==> src/rtl/tx_frame_streamer_pkg.sv <==
// Shared types and constants for the frame-to-UART transmit path.
// The sync header bytes are only used when TX_FRAME_HEADER_EN is defined.
package tx_frame_pkg;

    typedef enum logic [2:0] {
        IDLE    = 3'd0,
        HEADER  = 3'd1,
        READ    = 3'd2,
        CAPTURE = 3'd3,
        SEND    = 3'd4,
        DONE    = 3'd5
    } state_e;

    localparam logic [7:0] SYNC_BYTE0 = 8'hAA;
    localparam logic [7:0] SYNC_BYTE1 = 8'h55;

endpackage

==> src/rtl/tx_frame_streamer_if.sv <==
// Byte stream from the frame streamer to the UART transmitter.
// Handshake: a byte moves on a rising edge where tx_valid && tx_ready; while tx_valid is
// high and tx_ready low, tx_data holds; tx_ready while tx_valid is low has no effect.
interface tx_frame_streamer_if;
    logic [7:0] tx_data;
    logic       tx_valid;
    logic       tx_ready;

    modport master (output tx_data, output tx_valid, input tx_ready);
    modport slave  (input tx_data, input tx_valid, output tx_ready);
endinterface

==> src/rtl/tx_frame_streamer_serializer.sv <==
// pixel_byte_serializer: parallel-load shift register that emits bytes MSB-first
// under valid/ready; load_last_idx_i sets how many bytes the loaded word holds.
module pixel_byte_serializer #(
    parameter int RGB_WIDTH = 24,
    parameter int IDX_W     = 2
) (
    input  logic                 clk,
    input  logic                 reset,
    input  logic                 load_i,
    input  logic [RGB_WIDTH-1:0] load_data_i,
    input  logic [IDX_W-1:0]     load_last_idx_i,
    tx_frame_streamer_if.master  tx,
    output logic                 last_byte_accepted_o
);

    logic [RGB_WIDTH-1:0] shift_q, shift_d;
    logic [IDX_W-1:0]     idx_q, idx_d;
    logic [IDX_W-1:0]     last_q, last_d;
    logic                 valid_q, valid_d;
    logic                 xfer;

    assign xfer                 = valid_q && tx.tx_ready;
    assign last_byte_accepted_o = xfer && (idx_q == last_q);
    assign tx.tx_data           = shift_q[RGB_WIDTH-1 -: 8];
    assign tx.tx_valid          = valid_q;

    always_comb begin
        shift_d = shift_q;
        idx_d   = idx_q;
        last_d  = last_q;
        valid_d = valid_q;
        if (load_i) begin
            shift_d = load_data_i;
            idx_d   = '0;
            last_d  = load_last_idx_i;
            valid_d = 1'b1;
        end else if (xfer) begin
            if (idx_q == last_q) begin
                valid_d = 1'b0;
            end else begin
                // Next byte is presented the cycle after the transfer, so valid never drops.
                shift_d = shift_q << 8;
                idx_d   = idx_q + 1'b1;
            end
        end
    end

    always_ff @(posedge clk) begin
        if (reset) begin
            shift_q <= '0;
            idx_q   <= '0;
            last_q  <= '0;
            valid_q <= 1'b0;
        end else begin
            shift_q <= shift_d;
            idx_q   <= idx_d;
            last_q  <= last_d;
            valid_q <= valid_d;
        end
    end

endmodule

==> src/rtl/tx_frame_streamer.sv <==
// Drains a frame from a 1-cycle-latency pixel RAM and streams it as MSB-first bytes.
// Define TX_FRAME_HEADER_EN to prefix each frame with sync bytes 0xAA 0x55.
module tx_frame_streamer
    import tx_frame_pkg::*;
#(
    parameter int RGB_WIDTH       = 24,
    parameter int IMG_WIDTH       = 80,
    parameter int IMG_HEIGHT      = 120,
    parameter int TOTAL_PIXELS    = IMG_WIDTH * IMG_HEIGHT,
    parameter int ADDR_WIDTH      = $clog2(TOTAL_PIXELS),
    parameter int BYTES_PER_PIXEL = RGB_WIDTH / 8
) (
    input  logic                  clk,
    input  logic                  reset,
    input  logic                  frame_done,
    output logic                  oe,
    output logic [ADDR_WIDTH-1:0] rAddr,
    input  logic [RGB_WIDTH-1:0]  imgData,
    tx_frame_streamer_if.master   tx,
    output logic                  busy,
    output logic                  o_tx_done,
    output state_e                dbg_state_o
);

    localparam int IDX_W = (BYTES_PER_PIXEL > 2) ? $clog2(BYTES_PER_PIXEL) : 1;
    localparam logic [ADDR_WIDTH-1:0] LAST_PIX = ADDR_WIDTH'(TOTAL_PIXELS - 1);

    state_e                state_q, state_d;
    logic [ADDR_WIDTH-1:0] pix_q, pix_d;
    logic [ADDR_WIDTH-1:0] raddr_q, raddr_d;
    logic                  oe_q, oe_d;
    logic                  busy_q, busy_d;
    logic                  done_q, done_d;

    logic                  ser_load;
    logic [RGB_WIDTH-1:0]  ser_data;
    logic [IDX_W-1:0]      ser_last;
    logic                  last_acc;

    pixel_byte_serializer #(
        .RGB_WIDTH (RGB_WIDTH),
        .IDX_W     (IDX_W)
    ) u_ser (
        .clk                  (clk),
        .reset                (reset),
        .load_i               (ser_load),
        .load_data_i          (ser_data),
        .load_last_idx_i      (ser_last),
        .tx                   (tx),
        .last_byte_accepted_o (last_acc)
    );

    // Outputs are registered, so each transition sets what the next state drives.
    always_comb begin
        state_d  = state_q;
        pix_d    = pix_q;
        raddr_d  = raddr_q;
        oe_d     = 1'b0;
        busy_d   = busy_q;
        done_d   = 1'b0;
        ser_load = 1'b0;
        ser_data = imgData;
        ser_last = IDX_W'(BYTES_PER_PIXEL - 1);
        unique case (state_q)
            IDLE: begin
                if (frame_done) begin
                    busy_d = 1'b1;
                    pix_d  = '0;
`ifdef TX_FRAME_HEADER_EN
                    // Header word is left-aligned so it shifts out through the same byte lane.
                    state_d  = HEADER;
                    ser_load = 1'b1;
                    ser_data = RGB_WIDTH'({SYNC_BYTE0, SYNC_BYTE1}) << (RGB_WIDTH - 16);
                    ser_last = IDX_W'(1);
`else
                    state_d = READ;
                    oe_d    = 1'b1;
                    raddr_d = '0;
`endif
                end
            end
`ifdef TX_FRAME_HEADER_EN
            HEADER: begin
                if (last_acc) begin
                    state_d = READ;
                    oe_d    = 1'b1;
                    raddr_d = pix_q;
                end
            end
`endif
            READ: begin
                state_d = CAPTURE;
            end
            CAPTURE: begin
                ser_load = 1'b1;
                state_d  = SEND;
            end
            SEND: begin
                if (last_acc) begin
                    if (pix_q == LAST_PIX) begin
                        state_d = DONE;
                        done_d  = 1'b1;
                        busy_d  = 1'b0;
                        raddr_d = '0;
                        pix_d   = '0;
                    end else begin
                        state_d = READ;
                        pix_d   = pix_q + 1'b1;
                        raddr_d = pix_q + 1'b1;
                        oe_d    = 1'b1;
                    end
                end
            end
            DONE: begin
                state_d = IDLE;
            end
            default: begin
                state_d = IDLE;
            end
        endcase
    end

    always_ff @(posedge clk) begin
        if (reset) begin
            state_q <= IDLE;
            pix_q   <= '0;
            raddr_q <= '0;
            oe_q    <= 1'b0;
            busy_q  <= 1'b0;
            done_q  <= 1'b0;
        end else begin
            state_q <= state_d;
            pix_q   <= pix_d;
            raddr_q <= raddr_d;
            oe_q    <= oe_d;
            busy_q  <= busy_d;
            done_q  <= done_d;
        end
    end

    assign oe          = oe_q;
    assign rAddr       = raddr_q;
    assign busy        = busy_q;
    assign o_tx_done   = done_q;
    assign dbg_state_o = state_q;

endmodule
==> src/flat_wrapper.sv <==
// flat-port wrapper written by rule: the top's interface ports become plain ports
module tx_frame_streamer_flat import tx_frame_pkg::*;
#(
    parameter int RGB_WIDTH       = 24,
    parameter int IMG_WIDTH       = 80,
    parameter int IMG_HEIGHT      = 120,
    parameter int TOTAL_PIXELS    = IMG_WIDTH * IMG_HEIGHT,
    parameter int ADDR_WIDTH      = $clog2(TOTAL_PIXELS),
    parameter int BYTES_PER_PIXEL = RGB_WIDTH / 8
)
  (clk, reset, frame_done, oe, rAddr, imgData, busy, o_tx_done, dbg_state_o, tx_tx_data, tx_tx_valid, tx_tx_ready);
  tx_frame_streamer_if tx_i ();
  input  logic clk;
  input  logic reset;
  input  logic frame_done;
  output logic oe;
  output logic [ADDR_WIDTH-1:0] rAddr;
  input  logic [RGB_WIDTH-1:0] imgData;
  output logic busy;
  output logic o_tx_done;
  output state_e dbg_state_o;
  output wire logic [$bits(tx_i.tx_data)-1:0] tx_tx_data;
  output wire logic [$bits(tx_i.tx_valid)-1:0] tx_tx_valid;
  input wire logic [$bits(tx_i.tx_ready)-1:0] tx_tx_ready;
  assign tx_tx_data = tx_i.tx_data;
  assign tx_tx_valid = tx_i.tx_valid;
  assign tx_i.tx_ready = tx_tx_ready;
  tx_frame_streamer #(.RGB_WIDTH(RGB_WIDTH), .IMG_WIDTH(IMG_WIDTH), .IMG_HEIGHT(IMG_HEIGHT), .TOTAL_PIXELS(TOTAL_PIXELS), .ADDR_WIDTH(ADDR_WIDTH), .BYTES_PER_PIXEL(BYTES_PER_PIXEL)) u_core (.clk(clk), .reset(reset), .frame_done(frame_done), .oe(oe), .rAddr(rAddr), .imgData(imgData), .tx(tx_i), .busy(busy), .o_tx_done(o_tx_done), .dbg_state_o(dbg_state_o));
endmodule
==> config.mk <==
export PLATFORM = sky130hd
export DESIGN_NAME = tx_frame_streamer_flat
export DESIGN_NICKNAME = d
export VERILOG_FILES = /design/src/rtl/tx_frame_streamer_pkg.sv /design/src/rtl/tx_frame_streamer_if.sv /design/src/rtl/tx_frame_streamer_serializer.sv /design/src/rtl/tx_frame_streamer.sv /design/src/flat_wrapper.sv
export SDC_FILE = /design/constraint.sdc
export NUM_CORES = 1
export LEC_CHECK = 0
export ABC_AREA = 1
export BUFFER_PORTS_ARGS = -buffer_cell sky130_fd_sc_hd__buf_2
export CAP_MARGIN = 25
export CELL_PAD_IN_SITES_DETAIL_PLACEMENT = 1
export CELL_PAD_IN_SITES_GLOBAL_PLACEMENT = 2
export CORE_MARGIN = 10
export CORE_UTILIZATION = 26
export DETAILED_ROUTE_END_ITERATION = 16
export PLACE_DENSITY = 0.82
export SLEW_MARGIN = 10
export SYNTH_ARGS = -nofsm -noshare
export SYNTH_HDL_FRONTEND = slang
export SYNTH_SLANG_ARGS = --single-unit
export TNS_END_PERCENT = 20
==> constraint.sdc <==
create_clock -name clk -period 1.3 [get_ports clk]
set_input_delay 0.26 -clock clk [delete_from_list [all_inputs] [get_ports clk]]
set_output_delay 0.26 -clock clk [all_outputs]
set_load 0.005 [all_outputs]
==> out/summary.txt, run 1 <==
status: finished with violations
failing checks: negative setup slack
Sink Count: 48
WP data arrival: 1.61 ns
H-tree depth: 2
DIE HEIGHT: 116 µm
worst setup margin: -0.107 ns
HPWL after detailed placement: 6.32 mm
P_int: 2.46 mW
Bufs and invs on worst path: 3
CP max stage cell: dfxtp_2
worst vdd ir: 442 µV
Syn Nets: 374
DRC: 0
synthesized area per cell: 6.95 µm²
Final #Nets: 490
vias in the first global route: 2722
Clock Latency Late Sink: 0.30 ns
Worst Path Max Fanout: 11
post-route insts no fill: 570
Setup Skew: 0.00852 ns
via count: 2696
FF-to-FF path depth: 11
Yosys warning total: 0
initial antenna violation count: 0
#FFs+latches synth: 48
Max-cap violations: 0
Clock power frac: 37.5%
Async SR Flop Fraction: 0%
R2R Path Start: u_core.dbg_state_o[0]$_SDFFE_PP0P_
die area: 0.0135 mm²
register area share after synthesis: 40.1%
fmax: 711 MHz
Die X: 116 µm
delay-heaviest family, CP: simple AND/OR/NAND/NOR gates
CTS root buf: clkbuf_8
post-route setup TNS: -1.28 ns
gr ovfl total: 0
Diodes inserted: 0
Post-Syn Instances: 345
Cells after DPL: 552
Post-CTS Hold Buffers: 0
CP peak stage delay: 0.35 ns
ranking of synthesized cells by area: dfxtp_1 40%, nand2_1 16%, nor2_1 4.9%
pin count of the biggest net entering global routing: 25
post-layout util: 42.1%
gp weighted congestion: 0.845
Hold Crit Class: in2reg
EDFF count, synth: 0
commonest cells in the netlist: 105 x nand2_1, 48 x dfxtp_1, 31 x nor2_1, 29 x inv_1, 23 x a21oi_1
clock buffer depth: 2
Hold Vio Cnt, Final: 0
Layout area overhead: 55.2%
critical path class: reg2reg
RSZ-0062 raised after global routing: true
share of layout cells above drive strength 1: 45.7%
Net Sw Power: 0.864 mW
row cnt: 34
IO Count: 57
Setup-failing EPs final: 22
CTS tree: yes
Hold Path End: u_core.u_ser.shift_q[1]$_SDFFE_PP0P_
CTS Buf Count: 5
r2r endpoint: u_core.rAddr[11]$_SDFFE_PP0P_
GRT Total Usage: 12.1%
DR pass1 iterations: 4
dpl ws: -0.293 ns
R2R Setup Slk: -0.11 ns
most frequent CP cell: nor2_4
combinational power share: 16.3%
clk slew on worst S/H paths: 0.10 ns
Starting Density: 27.1%
Req. time, crit path: 1.50 ns
sw frac: 26.0%
Iter 0 DRT Violations: 98
Flop pwr share: 46.1%
Slew Viols, Final: 0
Leak Pwr: 1.58 nW
final worst-path cycle share: 108%
Worst Hold Path Cells: 3
PortBufs: 56
most numerous cell in the Yosys netlist: nand2_1
mapped cell area: 0.00240 mm²
DRT Wirelength: 8.57 mm
first-pass GRT wire length: 13.2 mm
main flop type after synthesis: dfxtp_1
Avg WL per Cell: 15.0 µm
power density over cell area: 892 mW/mm²
Core Footprint: 0.00885 mm²
Worst Hold Launch: imgData[1]
Synth cell types: 28
minimum clock period: 1.41 ns
Slew @ Worst Pin: 0.349 ns
crit end category: register
Routed Antenna Nets: 0
leading area contributor after synthesis: dfxtp_1
crit path cell chain: nor2_4, inv_2, nor2_4, nand2_4, nand2_4, nor2_4, buf_12, nand2_2, nand2_1, inv_1, nor2_1
Via-to-Cell Ratio: 4.73
share of the synthesized area in the top cell type: 40.1%
filler instances: 1108
Startpoint Class: register
max-slew headroom at the worst pin: 76.7%
==> stage by stage <==
stage	hold WS, ns	total power [mW]	instance area (µm²)
after global routing	0.197	3.47	3720
after global placement	0.454	1.99	3200
after detailed placement	0.459	2.00	3200
after CTS	0.195	3.30	3480
after floorplan	0.409	1.81	2430
final	0.201	3.32	3720
==> worst max-delay path by stage <==
stage / start / endpoint / slack (ns) / cells past startpoint
detailed placement: u_core.u_ser.idx_q[1]$_SDFFE_PP0P_ / u_core.rAddr[0]$_SDFFE_PP0P_ / -0.29 / 8
CTS: u_core.rAddr[0]$_SDFFE_PP0P_ / u_core.rAddr[12]$_SDFFE_PP0P_ / -0.08 / 9
global route: u_core.dbg_state_o[0]$_SDFFE_PP0P_ / u_core.rAddr[11]$_SDFFE_PP0P_ / -0.21 / 11
finish: u_core.dbg_state_o[0]$_SDFFE_PP0P_ / u_core.rAddr[11]$_SDFFE_PP0P_ / -0.11 / 11
global placement: u_core.u_ser.idx_q[1]$_SDFFE_PP0P_ / u_core.rAddr[7]$_SDFFE_PP0P_ / -0.19 / 9
floorplan: u_core.dbg_state_o[1]$_SDFFE_PP0P_ / u_core.rAddr[6]$_SDFFE_PP0P_ / -0.04 / 8
==> power by group through the flow <==
stage	Clock (mW)	Combinational (mW)	Sequential (mW)
6_report	1.25	0.542	1.53
3_3_place_gp	0	0.427	1.56
3_5_place_dp	0	0.434	1.57
4_1_cts	1.28	0.488	1.53
2_1_floorplan	0	0.246	1.56
5_1_grt	1.34	0.592	1.54
==> layer usage <==
| metal | track usage [%] | share of wire, % | up-vias |
|---|---|---|---|
| li1 | - | - | 1355 |
| met1 | 14.9 | 44 | 1289 |
| met2 | 20.6 | 50 | 44 |
| met3 | 3.00 | 4.6 | 8 |
| met4 | 3.09 | 1.3 | 0 |
| met5 | 0 | 0 | - |
==> tightest hold or removal path: stages <==
cell     delay, ns
buf_2         0.09
nand2_1       0.05
a21oi_1       0.05
==> cell type report <==
cell class                      count  area [µm²]  share of cell area (%)
Multi-Input combinational cell    243        1410                    37.8
Sequential cell                    48         980                    26.3
Tap cell                          108         135                    3.63
Timing Repair Buffer              130         928                    24.9
Inverter                           33         139                    3.73
Clock buffer                        6        93.8                    2.52
Clock inverter                      2        38.8                    1.04
==> registers in the layout, indices dropped and copies added, names as in the netlist <==
register	cells
u_core.busy	1
u_core.dbg_state_o	3
u_core.o_tx_done	1
u_core.oe	1
u_core.rAddr	14
u_core.u_ser.idx_q	2
u_core.u_ser.last_q	1
u_core.u_ser.shift_q	24
u_core.u_ser.tx.tx_valid	1
==> cell usage in the layout, fill, tap and decap left out, types with 5 or more instances in the layout <==
cell,instances
a21oi_2,7
inv_1,23
nand3_1,9
nand4_1,14
nand2_1,96
nand2_2,9
inv_2,6
buf_2,53
clkbuf_8,5
nand2_4,7
nor2_1,21
buf_4,60
a31oi_1,16
nor2_2,7
dfxtp_2,6
a21oi_1,16
buf_6,14
dfxtp_1,39
nor2_4,6
o21ai_0,5
==> cells by family (layout without fill, tap and decap cells) <==
family,count (synthesis),after routing,share of synthesized area [%]
DFF,48,48,40.1
adders and majority gates,1,1,0.522
and+or+nand+nor,183,183,34.2
xor gates and xnor gates,2,2,0.730
buffers and inverters,54,171,11.2
AOI/OAI and AO/OA,57,57,13.3
==> repair_timing <==
item                       in CTS  in global routing
gates resized for setup        37                 54
gates cloned                    0                  0
setup endpoints to repair      44                 49
setup buffers                   5                  6
pin swaps                      12                 17
Note: power is estimated with default switching activity, not from simulation.
==> inputs of run 2 (changes only) <==
--- a/config.mk
+++ b/config.mk
@@ -7,13 +7,12 @@
 export LEC_CHECK = 0
 export ABC_AREA = 1
 export BUFFER_PORTS_ARGS = -buffer_cell sky130_fd_sc_hd__buf_2
-export CAP_MARGIN = 25
 export CELL_PAD_IN_SITES_DETAIL_PLACEMENT = 1
 export CELL_PAD_IN_SITES_GLOBAL_PLACEMENT = 2
 export CORE_MARGIN = 10
-export CORE_UTILIZATION = 26
+export CORE_UTILIZATION = 25
 export DETAILED_ROUTE_END_ITERATION = 16
-export PLACE_DENSITY = 0.82
+export PLACE_DENSITY = 0.8
 export SLEW_MARGIN = 10
 export SYNTH_ARGS = -nofsm -noshare
 export SYNTH_HDL_FRONTEND = slang
==> run 2 against run 1 <==
The run still ends with negative setup slack left. Count of clock-buffer cells in the layout fell by 1. Power decreased by 1.9%. Sequential power about the same. Routed wire length rose by 0.20%.
==> out/summary.txt, run 2 (synthesis gave the netlist of run 1 again) <==
first-pass GRT wire length: 13.9 mm (+5.2%)
Hold Vio Cnt, Final: 0 (unchanged)
worst setup margin: -0.135 ns (-0.0286 ns)
CTS Buf Count: 5 (unchanged)
Req. time, crit path: 1.54 ns (+0.04 ns)
worst setup path start: u_core.dbg_state_o[1]$_SDFFE_PP0P_
Sink Count: 48 (unchanged)
minimum clock period: 1.44 ns (+0.0286 ns)
worst vdd ir: 392 µV (-11%)
crit end category: register
Starting Density: 25.8% (-1.3 points)
r2r endpoint: u_core.rAddr[0]$_SDFFE_PP0P_
GR Layer Usage met1: 14.6% (-0.26 points)
CP peak stage delay: 0.37 ns (+0.02 ns)
Setup Skew: 0.00942 ns (+0.000905 ns)
Clock power frac: 35.2% (-2.3 points)
Avg WL per Cell: 14.7 µm (-2.0%)
PortBufs: 56 (unchanged)
CTS root buf: clkbuf_8
filler instances: 1201 (+8.4%)
Worst Path Max Fanout: 3 (-8)
share of layout cells above drive strength 1: 45.6% (-0.076 points)
status: finished with violations
Seq. cell area: 986 µm² (+0.64%)
Hold Crit Class: in2reg
crit path to: u_core.rAddr[0]$_SDFFE_PP0P_
FF-to-FF path depth: 9 (-2)
Die X: 118 µm (+1.6%)
die area: 0.0139 mm² (+3.3%)
fmax: 697 MHz (-2.0%)
Core Footprint: 0.00928 mm² (+4.9%)
Cells after DPL: 563 (+2.0%)
Setup-failing EPs final: 19 (-14%)
Multi-input gate area: 0.00140 mm² (-0.44%)
Max-cap violations: 0 (unchanged)
failing checks: negative setup slack
area post-placement: 0.00315 mm² (-1.5%)
Startpoint Class: register
via count: 2622 (-2.7%)
gr ovfl total: 0 (unchanged)
Via-to-Cell Ratio: 4.50 (-4.9%)
Diodes inserted: 0 (unchanged)
pin count of the biggest net entering global routing: 25 (unchanged)
gp weighted congestion: 0.852 (+0.82%)
Leak Pwr: 1.53 nW (-3.6%)
Slew Viols, Final: 0 (unchanged)
CP Depth: 9 (-2)
Net Sw Power: 0.901 mW (+4.3%)
WP data arrival: 1.68 ns (+0.07 ns)
Flop pwr share: 47.0% (+0.9 points)
vias in the first global route: 2826 (+3.8%)
Clock Latency Late Sink: 0.31 ns (about the same)
sw frac: 27.6% (+1.6 points)
commonest cells after routing, fill and taps aside: 90 x nand2_1, 56 x buf_2, 53 x buf_4, 38 x dfxtp_1, 23 x inv_1
CTS tree: yes
P_int: 2.36 mW (-4.1%)
post-route insts no fill: 583 (+2.3%)
commonest non-fill, non-tap cell in the layout: nand2_1
RSZ-0062 raised after global routing: true
GR Util met2: 20.0% (-0.55 points)
grt met3 use: 2.21% (-0.79 points)
max-slew headroom at the worst pin: 80.1% (+3.5 points)
IO Count: 57 (unchanged)
Final #Nets: 482 (-1.6%)
Most Used Layer, Global Route: met2
number of flip-flops in the largest register: 24 (unchanged)
CP max stage cell: dfxtp_4
Iter 0 DRT Violations: 136 (+39%)
power density over cell area: 891 mW/mm² (about the same)
DRT Wirelength: 8.59 mm (+0.20%)
row cnt: 35 (+2.9%)
R2R Path Start: u_core.dbg_state_o[1]$_SDFFE_PP0P_
Routed Antenna Nets: 0 (unchanged)
HPWL after detailed placement: 6.33 mm (+0.17%)
most frequent CP cell: nor2_4
final worst-path cycle share: 110% (+2.2 points)
H-tree depth: 2 (unchanged)
Worst Hold Path Cells: 3 (unchanged)
Largest Register: u_core.u_ser.shift_q
R2R Setup Slk: -0.14 ns (-0.03 ns)
Slew @ Worst Pin: 0.297 ns (-0.0523 ns)
fin area: 0.00366 mm² (-1.8%)
critical path class: reg2reg
clk slew on worst S/H paths: 0.10 ns (about the same)
initial antenna violation count: 0 (unchanged)
Bufs and invs on worst path: 3 (unchanged)
clock buffer depth: 2 (unchanged)
crit path cell chain: nor2_4, inv_2, nor2_4, buf_12, nand2_4, buf_6, nor2_2, nand2_1, a21oi_1
combinational power share: 17.8% (+1.5 points)
Layout area overhead: 52.4%
delay-heaviest family, CP: simple AND/OR/NAND/NOR gates
DIE HEIGHT: 118 µm (+1.6%)
DR pass1 iterations: 4 (unchanged)
GRT Total Usage: 11.8% (-0.24 points)
DRC: 0 (unchanged)
## run 2: worst min path at each step
stage	startpoint	end	slack, ns
after floorplan	imgData[0]	u_core.u_ser.shift_q[0]$_SDFFE_PP0P_	0.41
after global placement	u_core.u_ser.shift_q[6]$_SDFFE_PP0P_	u_core.u_ser.shift_q[6]$_SDFFE_PP0P_	0.45
after detailed placement	u_core.u_ser.shift_q[6]$_SDFFE_PP0P_	u_core.u_ser.shift_q[6]$_SDFFE_PP0P_	0.46
after CTS	imgData[2]	u_core.u_ser.shift_q[2]$_SDFFE_PP0P_	0.20
after global routing	imgData[2]	u_core.u_ser.shift_q[2]$_SDFFE_PP0P_	0.19
final	imgData[7]	u_core.u_ser.shift_q[7]$_SDFFE_PP0P_	0.20
## run 2: cell type report
cell class              count  area share, %
well taps                 129           4.41
clock inverters             3           1.23
inverters                  33           3.87
clock buffers               5           1.88
repair buffers            122           23.3
flip-flops and latches     48           27.0
multi-input cells         243           38.4
## run 2: per-stage QoR
| stage | setup WS [ns] | utilization, % | power (mW) | TNS (ns) | hold slack [ns] |
|---|---|---|---|---|---|
| finish | -0.135 | 39.4 | 3.26 | -1.64 | 0.204 |
| global route | -0.224 | 39.4 | 3.41 | -4.14 | 0.190 |
| CTS | -0.0984 | 37.6 | 3.24 | -1.11 | 0.197 |
| detailed placement | -0.297 | 33.9 | 1.99 | -6.56 | 0.458 |
| global placement | -0.221 | 33.9 | 1.98 | -4.72 | 0.454 |
| floorplan | -0.0363 | - | 1.81 | -0.426 | 0.409 |
## run 2: repair_timing
action	in CTS	in global routing
endpoints found under the setup margin	44	45
gates resized for setup	56	37
buffers inserted	8	6
pin swaps	10	12
hold endpoints to repair	0	0
gates cloned	1	0
hold buffers	0	0
## run 2: power groups by stage
stage | logic (mW) | clock network [mW] | registers (mW)
2_1_floorplan | 0.246 | 0 | 1.56
3_3_place_gp | 0.415 | 0 | 1.57
3_5_place_dp | 0.421 | 0 | 1.57
6_report | 0.580 | 1.15 | 1.53
5_1_grt | 0.635 | 1.24 | 1.54
4_1_cts | 0.532 | 1.17 | 1.53
## run 2: worst min-delay path: stages
cell and delay, ns:
buf_2 0.09, nand2_1 0.05, a21oi_1 0.06
## run 2: per-layer routing
layer  wire length (µm)  share of wire [%]
met4                 68               0.79
met3                169                2.0
met2               4230                 49
met5                  0                  0
met1               4120                 48
